[src/rtl/regfile_pkg.sv]
// Shared widths and the queued write-back entry format for the 8 x 8-bit register file.
package regfile_pkg;
  localparam int NUM_REGS = 8;
  localparam int DATA_W   = 8;
  localparam int ADDR_W   = 3;

  typedef struct packed {
    logic              live;
    logic [ADDR_W-1:0] idx;
    logic [DATA_W-1:0] data;
  } wb_entry_t;
endpackage

[src/rtl/wb_fifo.sv]
// Circular load queue with in-place squash by register index; head visible one cycle after push.
// No internal backpressure: the owner must never push when count == DEPTH.
module wb_fifo
  import regfile_pkg::*;
#(
  parameter int DEPTH = 4
) (
  input  logic                    clock,
  input  logic                    resetN,
  input  logic                    push,
  input  wb_entry_t               push_entry,
  input  logic                    pop,
  input  logic                    squash,
  input  logic [ADDR_W-1:0]       squash_idx,
  output logic                    head_vld,
  output wb_entry_t               head,
  output logic [$clog2(DEPTH):0]  count,
  output logic [NUM_REGS-1:0]     live_mask
);
  localparam int PTR_W = $clog2(DEPTH);

  wb_entry_t        mem [DEPTH];
  logic [DEPTH-1:0] vld;
  logic [PTR_W-1:0] wr_ptr;
  logic [PTR_W-1:0] rd_ptr;
  logic             push_live;

  // A same-cycle squash is younger than the load being pushed.
  assign push_live = push_entry.live && !(squash && (push_entry.idx == squash_idx));

  always_ff @(posedge clock or negedge resetN) begin
    if (!resetN) begin
      wr_ptr <= '0;
      rd_ptr <= '0;
      count  <= '0;
      vld    <= '0;
      for (int i = 0; i < DEPTH; i++) mem[i] <= '0;
    end else begin
      for (int i = 0; i < DEPTH; i++) begin
        if (squash && vld[i] && (mem[i].idx == squash_idx)) mem[i].live <= 1'b0;
      end
      if (pop) begin
        vld[rd_ptr] <= 1'b0;
        rd_ptr      <= rd_ptr + 1'b1;
      end
      if (push) begin
        mem[wr_ptr].live <= push_live;
        mem[wr_ptr].idx  <= push_entry.idx;
        mem[wr_ptr].data <= push_entry.data;
        vld[wr_ptr]      <= 1'b1;
        wr_ptr           <= wr_ptr + 1'b1;
      end
      case ({push, pop})
        2'b10:   count <= count + 1'b1;
        2'b01:   count <= count - 1'b1;
        default: count <= count;
      endcase
    end
  end

  assign head_vld = vld[rd_ptr];
  assign head     = mem[rd_ptr];

  always_comb begin
    live_mask = '0;
    for (int i = 0; i < DEPTH; i++) begin
      if (vld[i] && mem[i].live) live_mask[mem[i].idx] = 1'b1;
    end
  end
endmodule

[src/rtl/regfile_writeback.sv]
// Register-file write-back arbiter: ALU results win (1-cycle latency), loads queue (>=2 cycles), memReady low only when full.
// Optional REGFILE_WB_DROPCOUNT_EN adds a saturating count of squashed loads.
module regfile_writeback
  import regfile_pkg::*;
#(
  parameter int DEPTH  = 4,
  parameter int DATA_W = 8,
  parameter int ADDR_W = 3
) (
  input  logic                   clock,
  input  logic                   resetN,
  input  logic                   aluValid,
  input  logic [ADDR_W-1:0]      aluRegister,
  input  logic [DATA_W-1:0]      aluData,
  input  logic                   memValid,
  output logic                   memReady,
  input  logic [ADDR_W-1:0]      memRegister,
  input  logic [DATA_W-1:0]      memData,
  output logic                   regWrite,
  output logic [ADDR_W-1:0]      writeRegister,
  output logic [DATA_W-1:0]      writeData,
  output logic [2**ADDR_W-1:0]   pending
`ifdef REGFILE_WB_DROPCOUNT_EN
  ,
  output logic [7:0]             dropCount
`endif
);
  localparam int CNT_W = $clog2(DEPTH) + 1;

  logic                alu_acc;
  logic                mem_push;
  logic                pop;
  logic                issue_head;
  logic                head_vld;
  wb_entry_t           head;
  wb_entry_t           push_entry;
  logic [CNT_W-1:0]    count;
  logic [NUM_REGS-1:0] live_mask;

  // Register 0 is discarded at acceptance but the load handshake still completes.
  assign alu_acc    = aluValid && (aluRegister != '0);
  assign memReady   = (count != CNT_W'(DEPTH));
  assign mem_push   = memValid && memReady && (memRegister != '0);
  assign pop        = !alu_acc && head_vld;
  assign issue_head = pop && head.live;

  assign push_entry.live = 1'b1;
  assign push_entry.idx  = memRegister;
  assign push_entry.data = memData;

  wb_fifo #(.DEPTH(DEPTH)) u_fifo (
    .clock      (clock),
    .resetN     (resetN),
    .push       (mem_push),
    .push_entry (push_entry),
    .pop        (pop),
    .squash     (alu_acc),
    .squash_idx (aluRegister),
    .head_vld   (head_vld),
    .head       (head),
    .count      (count),
    .live_mask  (live_mask)
  );

  always_ff @(posedge clock or negedge resetN) begin
    if (!resetN) begin
      regWrite      <= 1'b0;
      writeRegister <= '0;
      writeData     <= '0;
    end else if (alu_acc) begin
      regWrite      <= 1'b1;
      writeRegister <= aluRegister;
      writeData     <= aluData;
    end else if (issue_head) begin
      regWrite      <= 1'b1;
      writeRegister <= head.idx;
      writeData     <= head.data;
    end else begin
      regWrite      <= 1'b0;
    end
  end

  always_comb begin
    pending = live_mask;
    if (regWrite) pending[writeRegister] = 1'b1;
    pending[0] = 1'b0;
  end

`ifdef REGFILE_WB_DROPCOUNT_EN
  always_ff @(posedge clock or negedge resetN) begin
    if (!resetN) begin
      dropCount <= '0;
    end else if (pop && !head.live && (dropCount != 8'hFF)) begin
      dropCount <= dropCount + 8'd1;
    end
  end
`endif
endmodule

[config.mk]
export PLATFORM = sky130hd
export DESIGN_NAME = regfile_writeback
export DESIGN_NICKNAME = d
export VERILOG_FILES = /design/src/rtl/regfile_pkg.sv /design/src/rtl/wb_fifo.sv /design/src/rtl/regfile_writeback.sv
export SDC_FILE = /design/constraint.sdc
export NUM_CORES = 1
export LEC_CHECK = 0
export ABC_CLOCK_PERIOD_IN_PS = 2380
export CAP_MARGIN = 10
export CORE_MARGIN = 3
export CORE_UTILIZATION = 30
export CTS_BUF_LIST = sky130_fd_sc_hd__clkbuf_8 sky130_fd_sc_hd__clkbuf_16
export DETAILED_ROUTE_END_ITERATION = 7
export SLEW_MARGIN = 10
export SYNTH_ARGS = -nofsm -noshare
export SYNTH_HDL_FRONTEND = slang
export SYNTH_SLANG_ARGS = --single-unit
[constraint.sdc]
create_clock -name clock -period 2.38 [get_ports clock]
set_input_delay 0.357 -clock clock [delete_from_list [all_inputs] [get_ports clock]]
set_output_delay 0.357 -clock clock [all_outputs]
set_load 0.03 [all_outputs]
==> impl_metrics.tcl <==
set metrics [dict create \
    slew_violations 0 \
    gr-total-overflow 0 \
    ys_ff_latch 71 \
    grt_use_total_pct 13.8 \
    startpoint "u_fifo.vld[1]" \
    antenna_cells 0 \
    fin_ws_ns 0.0763 \
    synthCells 324 \
    p_leak_nw 2.11 \
    yosysSeqAreaShare_pct 45.7 \
    synth_area_leaders "dfrtp_1 46%, mux2_2 13%, mux4_2 7.5%" \
    syn_to_final_growth_pct 28.4 \
    syn_avg_cell_area_um2 12.0 \
    worstReg2RegStart "u_fifo.vld[2]" \
    route.met3.wl_um 471 \
    max_freq_ghz 0.434 \
    r2r_cells 9 \
    status "complete, but fails checks" \
    drive_above_1_share_pct 27.6 \
    grt_pass1_vias 2992 \
    rsz0062_at_grt "no" \
    vias 2776 \
    synth-edff-count 0 \
    violations "hold timing" \
    via_per_inst 4.97 \
    ant_nets 0 \
    pwr_density_cell_nw_per_um2 1460 \
    whs_ns -0.00124 \
    ys_warn_count 0 \
    worstPathMaxFanout 6 \
    fin_util_pct 40.5 \
    grt_max_degree 38 \
    highest_layer "met4" \
    place.gp.congestion 0.860 \
    grt_first_pass_wirelength_um 15500 \
    rr_endpoint "u_fifo.count[2]" \
    fin_cells 559 \
    synth_cell_types 45 \
    die_h_um 120 \
    timing.final.hold_violations 1 \
    numCtsBuffers 9 \
    pin_count 47 \
    clockBufferDepth 2 \
    reg2reg_slack_ns 0.16 \
    wl_um 9320 \
    cts_root_buf "clkbuf_16" \
    antenna_found_initial 0 \
    drc 0 \
    maxCapViolCount 0 \
    rows 40 \
    path_class "flip-flop to output pin" \
    vdd_drop_max_mv 0.578 \
    die_x_um 120 \
    port_buffers 45 \
    initial_core_util_pct 31.5 \
    syn-num-nets 360 \
    async_flop_share_pct 100 \
    cts_tree "yes" \
    worstSkewPairLatency_ns 0.33 \
    yosysTopAreaCell "dfrtp_1" \
    postCtsSetupBuffers 0 \
    hp-class "input pin to asynchronous set/reset pin" \
    layout_common_cells "71 x dfrtp_1, 46 x mux2_2, 37 x clkdlybuf4s50_1, 27 x buf_4, 25 x nand2_1" \
    drt_iter0_drc 181 \
    cp-start-kind "flip-flop" \
    cts_sinks 71 \
    wl_met1_um 4090 \
    critPathCaptureType "output pin" \
    avgRoutedWirePerCell_um 16.7 \
    syn_area_um2 3880 \
    maxSlewHeadroom_pct 65.4 \
    dp_slack_ns -0.178 \
    routed-wl-met2_um 4560 \
    arrival_ns 1.95 \
    fp.dieArea_um2 14300 \
    period_minus_slack_ns 2.30 \
    hpwlAfterDp_um 6700 \
    setup.worst_path.end "pending[3]" \
    finClkSkew_ns 0.00495 \
    synth_ff_type "dfrtp_1" \
    coreArea_um2 12300 \
    worst_pin_slew_ns 0.518 \
    cts.clk_slew.worst_paths_ns 0.06 \
    fin_nets 423 \
    drtPass1Iterations 5 \
    setup_viol 0 \
    critPathRequiredTime_ns 2.02 \
    synth.top_cell.area_share_pct 45.7 \
    h-tree-depth 3 \
    final.period_utilization_pct 96.8 \
    dp_cells 544 \
    layout_commonest_cell "dfrtp_1" \
]
[cell type report]
type                       count  area (µm²)
clock inverter                 5        81.3
tap                          168         210
timing repair buffer          76         719
multi-input combinational    216        1910
clock buffer                  10         239
sequential                    71        1780
inverter                      13        48.8
fill                        1224        7330
[power by group]
| part | switching [mW] | total [mW] | leakage (nW) | internal, mW |
|---|---|---|---|---|
| sequential | 0.526 | 2.36 | 0.846 | 1.84 |
| combinational | 1.71 | 3.49 | 1.11 | 1.78 |
| clock | 0.506 | 1.45 | 0.155 | 0.941 |
[how the worst min path moves through the flow]
stage | from | to | slack, ns | cells past startpoint
finish | resetN | u_fifo.wr_ptr[0] | -0.001 | 1
floorplan | resetN | asynchronous set/reset pin | 0.06 | 0
global placement | resetN | asynchronous set/reset pin | 0.36 | 1
detailed placement | resetN | u_fifo.wr_ptr[0] | 0.37 | 1
CTS | resetN | u_fifo.wr_ptr[0] | 0.01 | 1
global route | resetN | asynchronous set/reset pin | 0.03 | 1
[kinds of logic after synthesis]
group,count (synthesis),share of synthesized area (%)
flops,71,45.7
simple gates,70,9.09
mux,69,23.5
compound gates,46,8.63
buf+inv,37,5.06
xor+xnor,20,4.51
fa+ha+maj,10,3.42
other cells,1,0.0966
[synth_stat cells, drive strengths merged (7+ instances only)]
cell and instances:
buf 16, clkbuf 8, dfrtp 71, ha 9, inv 13, mux2 46, mux2i 10, mux4 13
nand2 25, nand3 7, nand4 8, nor2 8, o21ai 17, xnor2 15
[per-layer routing]
| layer | GRT usage (%) | vias to the layer above |
|---|---|---|
| li1 | - | 1301 |
| met1 | 17.4 | 1371 |
| met2 | 22.7 | 85 |
| met3 | 3.25 | 19 |
| met4 | 5.65 | 0 |
| met5 | 0 | - |
[worst max-delay path, stage by stage, from the launching register on]
cell and delay, ns:
dfrtp_1 0.46, nand3_1 0.20, o32ai_1 0.09, or4_1 0.49, dlygate4sd2_1 0.37
[metrics by stage]
stage          setup TNS, ns  power (mW)  cell area [µm²]
2_1_floorplan              0        4.74             3890
3_3_place_gp         -0.0770        5.85             4670
3_5_place_dp          -0.178        5.96             4670
4_1_cts                    0        7.37             4990
5_1_grt                    0        7.81             4990
6_report                   0        7.30             4990
[what timing repair did]
item / CTS / global route
hold buffers: 0 / 0
gates resized for setup: 7 / 0
setup endpoints to repair: 7 / 0
(Power assumes the default switching activity.)
